==> src/rtl/dcp_pkt_arbiter.sv <==
// Packet-level round-robin arbiter: locks one requester onto the shared DcpFifo
// port from grant until its Last beat, a forced oversize release, or a flush.
module dcp_pkt_arbiter #(
    parameter int NUM_REQ    = 4,
    parameter int DATA_WIDTH = 32,
    parameter int MAX_BEATS  = 1024
) (
    input  logic                          iClk,
    input  logic                          iRst_n,
    input  logic                          iFlush,
    input  logic [NUM_REQ-1:0]            iReqVld,
    input  logic [NUM_REQ*DATA_WIDTH-1:0] iReqPld,
    input  logic [NUM_REQ-1:0]            iReqLast,
    output logic [NUM_REQ-1:0]            oReqRdy,
    output logic                          oOutVld,
    output logic [DATA_WIDTH-1:0]         oOutPld,
    output logic                          oOutLast,
    input  logic                          iOutRdy,
    output logic [NUM_REQ-1:0]            oGrant,
    output logic                          oErrOversize
);

    localparam int IDX_W = (NUM_REQ > 1) ? $clog2(NUM_REQ) : 1;
    localparam int CNT_W = $clog2(MAX_BEATS + 1);

    localparam logic [CNT_W-1:0] CNT_LAST = CNT_W'(MAX_BEATS - 1);
    localparam logic [CNT_W-1:0] CNT_MAX  = CNT_W'(MAX_BEATS);

    typedef enum logic {
        ST_IDLE,
        ST_LOCKED
    } state_t;

    state_t           state;
    state_t           state_nxt;

    logic [IDX_W-1:0] owner;
    logic [IDX_W-1:0] ptr;
    logic [CNT_W-1:0] beat_cnt;

    logic [IDX_W-1:0] pick_idx;
    logic [IDX_W-1:0] cand_idx;
    logic             pick_vld;
    logic             forced;
    logic             out_hs;
    logic             pkt_done;

    // Index arithmetic modulo NUM_REQ, valid for any NUM_REQ (not only powers of two).
    function automatic logic [IDX_W-1:0] wrap_add(input logic [IDX_W-1:0] base, input int off);
        int sum;
        sum = int'(base) + off;
        if (sum >= NUM_REQ) begin
            sum = sum - NUM_REQ;
        end
        return IDX_W'(sum);
    endfunction

    // Scanning from the farthest offset down lets the nearest requester at or after
    // ptr overwrite any earlier hit, so the last assignment is the round-robin winner.
    always_comb begin
        // NOTE: every variable gets a default before any branch; a path that leaves one
        // unassigned would make synthesis hold its old value in a latch.
        pick_vld = 1'b0;
        pick_idx = ptr;
        cand_idx = ptr;
        for (int i = NUM_REQ - 1; i >= 0; i--) begin
            cand_idx = wrap_add(ptr, i);
            if (iReqVld[cand_idx]) begin
                pick_vld = 1'b1;
                pick_idx = cand_idx;
            end
        end
    end

    // FSM state register.
    always_ff @(posedge iClk or negedge iRst_n) begin
        if (!iRst_n) begin
            state <= ST_IDLE;
        end else begin
            // NOTE: sequential state uses non-blocking assignment so every register
            // samples pre-edge values regardless of the order the blocks are evaluated.
            state <= state_nxt;
        end
    end

    // FSM next-state logic; flush wins over both arbitration and release.
    always_comb begin
        state_nxt = state;
        case (state)
            ST_IDLE: begin
                if (!iFlush && pick_vld) begin
                    state_nxt = ST_LOCKED;
                end
            end
            ST_LOCKED: begin
                if (iFlush || pkt_done) begin
                    state_nxt = ST_IDLE;
                end
            end
            default: state_nxt = ST_IDLE;
        endcase
    end

    // FSM outputs: combinational pass-through from the owner to the shared port.
    always_comb begin
        oOutVld  = 1'b0;
        oOutLast = 1'b0;
        oOutPld  = '0;
        oReqRdy  = '0;
        forced   = 1'b0;
        if (state == ST_LOCKED && !iFlush) begin
            forced         = (beat_cnt == CNT_LAST) && !iReqLast[owner];
            oOutVld        = iReqVld[owner];
            oOutLast       = iReqLast[owner] | forced;
            oReqRdy[owner] = iOutRdy;
            for (int k = 0; k < NUM_REQ; k++) begin
                if (owner == IDX_W'(k)) begin
                    oOutPld = iReqPld[k*DATA_WIDTH +: DATA_WIDTH];
                end
            end
        end
    end

    assign out_hs   = oOutVld & iOutRdy;
    assign pkt_done = out_hs & oOutLast;

    // Ownership, round-robin pointer, beat counter and the oversize pulse.
    always_ff @(posedge iClk or negedge iRst_n) begin
        if (!iRst_n) begin
            owner        <= '0;
            oGrant       <= '0;
            ptr          <= '0;
            beat_cnt     <= '0;
            oErrOversize <= 1'b0;
        end else begin
            oErrOversize <= 1'b0;
            if (iFlush) begin
                oGrant   <= '0;
                beat_cnt <= '0;
            end else if (state == ST_IDLE) begin
                if (pick_vld) begin
                    owner    <= pick_idx;
                    oGrant   <= NUM_REQ'(1) << pick_idx;
                    beat_cnt <= '0;
                end
            end else if (out_hs) begin
                if (oOutLast) begin
                    oGrant       <= '0;
                    ptr          <= wrap_add(owner, 1);
                    beat_cnt     <= '0;
                    oErrOversize <= forced;
                end else if (beat_cnt != CNT_MAX) begin
                    beat_cnt <= beat_cnt + CNT_W'(1);
                end
            end
        end
    end

endmodule
==> config.mk <==
export PLATFORM = sky130hd
export DESIGN_NAME = dcp_pkt_arbiter
export DESIGN_NICKNAME = d
export VERILOG_FILES = /design/src/rtl/dcp_pkt_arbiter.sv
export SDC_FILE = /design/constraint.sdc
export NUM_CORES = 1
export LEC_CHECK = 0
export CAP_MARGIN = 20
export CORE_ASPECT_RATIO = 1.4
export CORE_MARGIN = 4
export CORE_UTILIZATION = 36
export DETAILED_ROUTE_END_ITERATION = 10
export PLACE_DENSITY = 0.8
export SLEW_MARGIN = 10
export SYNTH_ARGS = -nofsm -noshare
export SYNTH_HDL_FRONTEND = slang
export SYNTH_SLANG_ARGS = --single-unit
==> constraint.sdc <==
create_clock -name iClk -period 2.4 [get_ports iClk]
set_input_delay 0.48 -clock iClk [delete_from_list [all_inputs] [get_ports iClk]]
set_output_delay 0.48 -clock iClk [all_outputs]
set_load 0.01 [all_outputs]
==> results.yml, run 1 <==
grt:
  grt_pass1_vias: 3859
  overflow: 0
  grt_antenna_before_repair: 0
  grt_max_degree: 26
  grt_usage: 0.284
  grt_pass1_wl_um: 19700
clock_tree:
  htree_levels: 1
  cts_tree: "built"
  clk_pin_slew_ns: 0.07
  cts_root_buf: "clkbuf_8"
  clk_latency_ns: 0.26
  holdBufCountCts: 0
  numCtsBuffers: 3
  cts.sinks: 21
  cts_max_path_buffers: 2
routing:
  viasPerCell: 5.49
  drt_iter0_drc: 197
  dr.pass1.iters: 4
  wirelength_um: 13100
  avgRoutedWirePerCell_um: 19.1
  ant_nets: 0
  vias: 3759
  route.detailed.drc: 0
timing:
  post-route-period-util: 1.03
  hold_viol: 0
  tightest_slew_ns: 0.448
  slew_headroom: 0.699
  finClkSkew_ns: 0.00473
  worst_slack_ns: -0.0640
  rsz0062_at_grt: "true"
  final.min_clock_period_ns: 2.46
  drv_slew: 0
  fmax_mhz: 406
  setup_viol: 12
finish:
  antenna_cells: 0
  layout-drive-gt1-share: 0.259
  synthToLayoutAreaGrowth_pct: 104
  nNetsFinal: 737
worst_setup_path:
  cp.required_ns: 1.92
  r2r-start: "owner[0]"
  crit_slowest_cell: "dfrtp_2"
  arrival_ns: 1.98
  startpoint_type: "flop"
  r2r_cells: 9
  worstSetupEndpointType: "primary output"
  path_cells: "inv_2 -> ha_4 -> buf_4 -> and3b_1 -> a21oi_2 -> o21ai_0 -> mux2i_1 -> nor2_2 -> clkdlybuf4s15_2"
  reg2reg_slack_ns: 0.21
  crit_type: "flop to primary output"
  slowest_delay_ns: 0.44
  worst_r2r_endpoint: "beat_cnt[5]"
  path_max_fanout: 8
placed_design:
  io_buffers: 182
  place.gp.congestion: 0.862
  post-place-ws_ns: -0.197
  dp_hpwl_um: 9790
status:
  violations: "negative setup slack"
  status: "finished, violations left"
power:
  power_mw: 4.54
  power_leakage_nw: 2.27
  p_per_area_mw_per_mm2: 851
  vdd_drop_max_mv: 0.636
die:
  start_util: 0.372
  ios: 183
  fp.coreArea_mm2: 0.00703
  dieArea_mm2: 0.00871
  dieWidth_um: 80.0
  rows: 36
  die_h_um: 109
flow_run:
  cap_violations: 0
min_path:
  hp-class: "flop to flop"
  hp-start: "oGrant[2]"
  holdPathEnd: "oGrant[2]"
  hold_depth: 1
synthesis:
  ys_seq_elements: 21
  syn_area_mm2: 0.00261
  syn_inst: 357
  ys_seq_area_frac: 0.201
  synthFlopType: "dfrtp_1"
  synth_nets: 503
  syn_avg_cell_area_um2: 7.32
  synth_cell_types: 50
  async_flop_share: 1.00
  synth_edf_count: 0
  ys_warn_count: 0
-- per-layer routing --
layer  vias up  share of wire  track usage
li1       1763              -            -
met3        42          0.094       0.0669
met2       194           0.50        0.512
met4         0          0.036       0.0966
met5         -              0            0
met1      1760           0.37        0.324
-- how the worst max path moves through the flow --
stage	start	to	slack [ns]
floorplan	owner[0]	oOutPld[20]	0.12
global placement	iReqPld[21]	oOutPld[21]	-0.22
detailed placement	iFlush	oOutPld[0]	-0.20
CTS	owner[1]	oOutPld[9]	-0.09
global route	owner[1]	oOutPld[17]	-0.20
finish	owner[0]	oOutPld[9]	-0.06
-- state kept, by name, summed over array words and instances, names as in the netlist --
signal        count
oErrOversize      1
beat_cnt         11
state             1
ptr               2
owner             2
oGrant            4
-- cells by family after synthesis --
family,synth area share
mux,0.127
flops,0.201
compound gates,0.231
fa+ha+maj,0.0287
simple gates,0.359
buf+inv,0.0531
-- synthesized netlist by cell type (2+ instances only) --
| library cell | number | area, µm² |
|---|---|---|
| a21oi_1 | 35 | 175 |
| a221oi_1 | 5 | 43.8 |
| and3_1 | 5 | 31.3 |
| and3b_1 | 28 | 245 |
| buf_2 | 3 | 15.0 |
| clkbuf_1 | 21 | 78.8 |
| dfrtp_1 | 21 | 526 |
| ha_1 | 6 | 75.1 |
| inv_1 | 9 | 33.8 |
| mux2_1 | 2 | 22.5 |
| mux2i_1 | 31 | 310 |
| nand2_1 | 39 | 146 |
| nand2b_1 | 2 | 12.5 |
| nand3_1 | 5 | 25.0 |
| nand4b_1 | 2 | 17.5 |
| nor2_1 | 38 | 143 |
| nor2_4 | 2 | 22.5 |
| nor2b_1 | 10 | 62.6 |
| nor3_1 | 11 | 55.1 |
| nor3b_1 | 3 | 22.5 |
| nor4_4 | 2 | 42.5 |
| o21ai_0 | 42 | 210 |
| o22ai_1 | 2 | 12.5 |
| o2bb2ai_1 | 4 | 35.0 |
| o31ai_1 | 2 | 15.0 |
| o41ai_1 | 3 | 26.3 |
-- cell type report --
class                   instances  area [µm²]
repair buffers                255        2490
well taps                      95         119
fillers                       512        1690
flip-flops and latches         21         527
multi-input cells             301        2130
clock buffers                   3        41.3
inverters                       9        33.8
clock inverters                 1        5.00
-- where the power goes --
part           total, mW  internal, mW  leakage, nW  switching (mW)
sequential         0.472         0.411        0.282          0.0610
clock              0.233         0.116       0.0255           0.117
combinational       3.84          2.11         1.96            1.73
total               4.54          2.64         2.27            1.91
-- per-stage QoR --
stage | hold slack (ns) | utilization | std cells | setup TNS, ns | instance area [µm²]
after floorplan | 0.184 | - | 357 | 0 | 2610
after global placement | 0.481 | 0.706 | 660 | -4.20 | 4960
after detailed placement | 0.473 | 0.706 | 660 | -5.95 | 4960
after CTS | 0.502 | 0.738 | 676 | -0.593 | 5190
after global routing | 0.527 | 0.760 | 685 | -3.20 | 5340
final | 0.501 | 0.760 | 685 | -0.321 | 5340
-- critical path: cells and delay by family, from the launching register on --
kind | cells | cell delay (ns)
buffers and inverters | 3 | 0.49
AOI/OAI and AO/OA | 2 | 0.21
and+or+nand+nor | 2 | 0.32
muxes | 1 | 0.12
DFF | 1 | 0.44
adders and majority gates | 1 | 0.15
-- cell usage in the layout, fill, tap and decap left out, types with 3 or more instances in the layout --
cell	n
buf_6	11
mux2i_1	31
o41ai_1	3
a21oi_1	20
buf_4	45
nor3_1	10
buf_2	26
nor2b_1	8
o21ai_1	20
nor3b_1	3
dlygate4sd2_1	6
inv_1	7
clkbuf_2	5
buf_16	3
clkbuf_8	3
buf_12	13
a21oi_2	16
dfrtp_1	20
nand3_1	5
o2bb2ai_1	4
nor2_1	36
o21ai_0	22
ha_4	4
nand2_1	39
and3b_1	28
a221oi_2	4
clkdlybuf4s50_1	144
and3_1	5
-- what timing repair did --
action | CTS | global route
gates cloned | 3 | 1
setup endpoints to repair | 38 | 32
hold endpoints to repair | 0 | 0
buffers inserted | 9 | 8
pin swaps | 10 | 16
gates resized for setup | 165 | 42
Note: power is estimated with default switching activity, not from simulation.
==> inputs of run 2 (changes only) <==
--- a/config.mk
+++ b/config.mk
@@ -11,6 +11,7 @@
 export CORE_UTILIZATION = 36
 export DETAILED_ROUTE_END_ITERATION = 10
 export PLACE_DENSITY = 0.8
+export RECOVER_POWER = 100
 export SLEW_MARGIN = 10
 export SYNTH_ARGS = -nofsm -noshare
 export SYNTH_HDL_FRONTEND = slang
==> results.yml, run 2 (synthesized netlist as in run 1, its figures left out) <==
status:
  status: "finished, violations left"
  violations: "negative setup slack"
die:
  rows: 36
  fp.coreArea_mm2: 0.00703
  die_h_um: 109
  ios: 183
  start_util: 0.372
  dieWidth_um: 80.0
  dieArea_mm2: 0.00871
power:
  pwr-share-comb: 0.844
  switching_share: 0.420
  vdd_drop_max_mv: 0.630
  power_leakage_nw: 2.26
  power_mw: 4.50
  power_frac_seq: 0.105
  switching_power_mw: 1.89
  p_per_area_mw_per_mm2: 851
  cell_internal_pwr_mw: 2.61
  clkPwrFrac: 0.051
routing:
  ant_nets: 0
  route.detailed.drc: 0
  drt_iter0_drc: 208
  dr.pass1.iters: 4
  vias: 3770
  viasPerCell: 5.50
  wirelength_um: 13100
  avgRoutedWirePerCell_um: 19.1
worst_setup_path:
  crit_type: "flop to primary output"
  worstSetupEndpointType: "primary output"
  cp.required_ns: 1.92
  arrival_ns: 1.99
  startpoint_type: "flop"
  path_max_fanout: 8
timing:
  fmax_mhz: 405
  worst_slack_ns: -0.0684
  setup_tns_ns: -0.343
  drv_slew: 0
  rsz0062_at_grt: "true"
  hold_viol: 0
  post-route-period-util: 1.03
  finClkSkew_ns: 0.00506
  setup_viol: 11
  final.min_clock_period_ns: 2.47
  slew_headroom: 0.223
  hold_slack_ns: 0.496
  tightest_slew_ns: 1.17
placed_design:
  dp_cells: 660
  post-place-ws_ns: -0.197
  dp_hpwl_um: 9790
  placed_cell_area_mm2: 0.00496
  place.gp.congestion: 0.862
  io_buffers: 182
grt:
  grt.busiest_layer: "met2"
  grt_antenna_before_repair: 0
  grtUsageMet1: 0.324
  grt_pass1_vias: 3859
  grt_usage: 0.284
  grt_max_degree: 26
  overflow: 0
  grt.met2_usage: 0.512
  grt_use_met3: 0.0669
  grt_pass1_wl_um: 19700
finish:
  synthToLayoutAreaGrowth_pct: 102
  layout_common_cells: "clkdlybuf4s50_1 (137), buf_4 (40), nand2_1 (39)"
  antenna_cells: 0
  regMostFlops: "beat_cnt"
  fin_cells: 685
  reg_top3: "beat_cnt (11), oGrant (4)"
  largest_reg_flops: 11
  final_common_cell: "clkdlybuf4s50_1"
  n_fill_cell: 527
  ff_latch_area_um2: 527
  layout-drive-gt1-share: 0.246
  fin_area_mm2: 0.00529
  multi_input_area_mm2: 0.00209
  utilization: 0.753
  nNetsFinal: 737
clock_tree:
  numCtsBuffers: 3
  cts_tree: "built"
  htree_levels: 1
  cts_root_buf: "clkbuf_8"
  cts_max_path_buffers: 2
  clk_pin_slew_ns: 0.07
  clk_latency_ns: 0.26
  cts.sinks: 21
flow_run:
  cap_violations: 0
min_path:
  hp-class: "flop to flop"
==> run 2: cell count changes in the layout (fill, tap and decap cells not counted), sizes merged <==
cell / previous run / this run
clkdlybuf4s50: 144 / 137
dlygate4sd3: 0 / 7
buf: 98 / 93
clkbuf: 9 / 14
==> run 2: path summary, 6_finish.rpt <==
path,startpoint,slack [ns],endpoint,cells past startpoint
max,owner[0],-0.07,oOutPld[9],9
min,oGrant[2],0.50,oGrant[2],1
max reg2reg,owner[0],0.17,beat_cnt[5],9
min reg2reg,oGrant[2],0.50,oGrant[2],1
max in group asynchronous,iRst_n,0.66,owner[0],2
min in group asynchronous,iRst_n,0.96,beat_cnt[2],2
==> run 2: what timing repair did <==
action | in CTS | in global routing
endpoints found under the hold margin | 0 | 0
setup buffers | 9 | 8
cloned | 3 | 1
pin swaps | 10 | 16
resized for setup | 165 | 42
hold buffers | 0 | 0
setup endpoints to repair | 38 | 32
==> run 2: worst max-delay path, stage by stage (launching register included) <==
cell and delay [ns]:
dfrtp_2 0.44, inv_2 0.09, ha_4 0.15, buf_4 0.16, and3b_1 0.19, a21oi_2 0.04, o21ai_0 0.16, mux2i_1 0.11
nor2_2 0.14, clkdlybuf4s15_2 0.24
==> run 2: cell type report <==
cell class	instances	area share
flip-flops and latches	21	0.0995
repair buffers	255	0.468
inverters	9	0.00638
well taps	95	0.0225
clock buffers	3	0.00780
clock inverters	1	0.000946
multi-input cells	301	0.395
==> run 2: per-layer routing <==
metal  part of all wire  wire length, µm
met1               0.37             4810
met2               0.50             6540
met3              0.096             1260
met4              0.038              495
met5                  0                0
==> run 2: power groups by stage <==
stage	registers, mW	logic [mW]	clock network [mW]
finish	0.471	3.80	0.231
global placement	0.461	2.93	0
detailed placement	0.466	3.00	0
CTS	0.470	3.46	0.236
global route	0.483	4.10	0.249
floorplan	0.473	1.57	0
==> inputs of run 3 (changes only) <==
--- a/config.mk
+++ b/config.mk
@@ -5,10 +5,10 @@
 export SDC_FILE = /design/constraint.sdc
 export NUM_CORES = 1
 export LEC_CHECK = 0
-export CAP_MARGIN = 20
 export CORE_ASPECT_RATIO = 1.4
 export CORE_MARGIN = 4
 export CORE_UTILIZATION = 36
+export CTS_CLUSTER_DIAMETER = 200
 export DETAILED_ROUTE_END_ITERATION = 10
 export PLACE_DENSITY = 0.8
 export RECOVER_POWER = 100
==> results of run 3 <==
Final layout, timing and power as in run 2 (identical DEF).
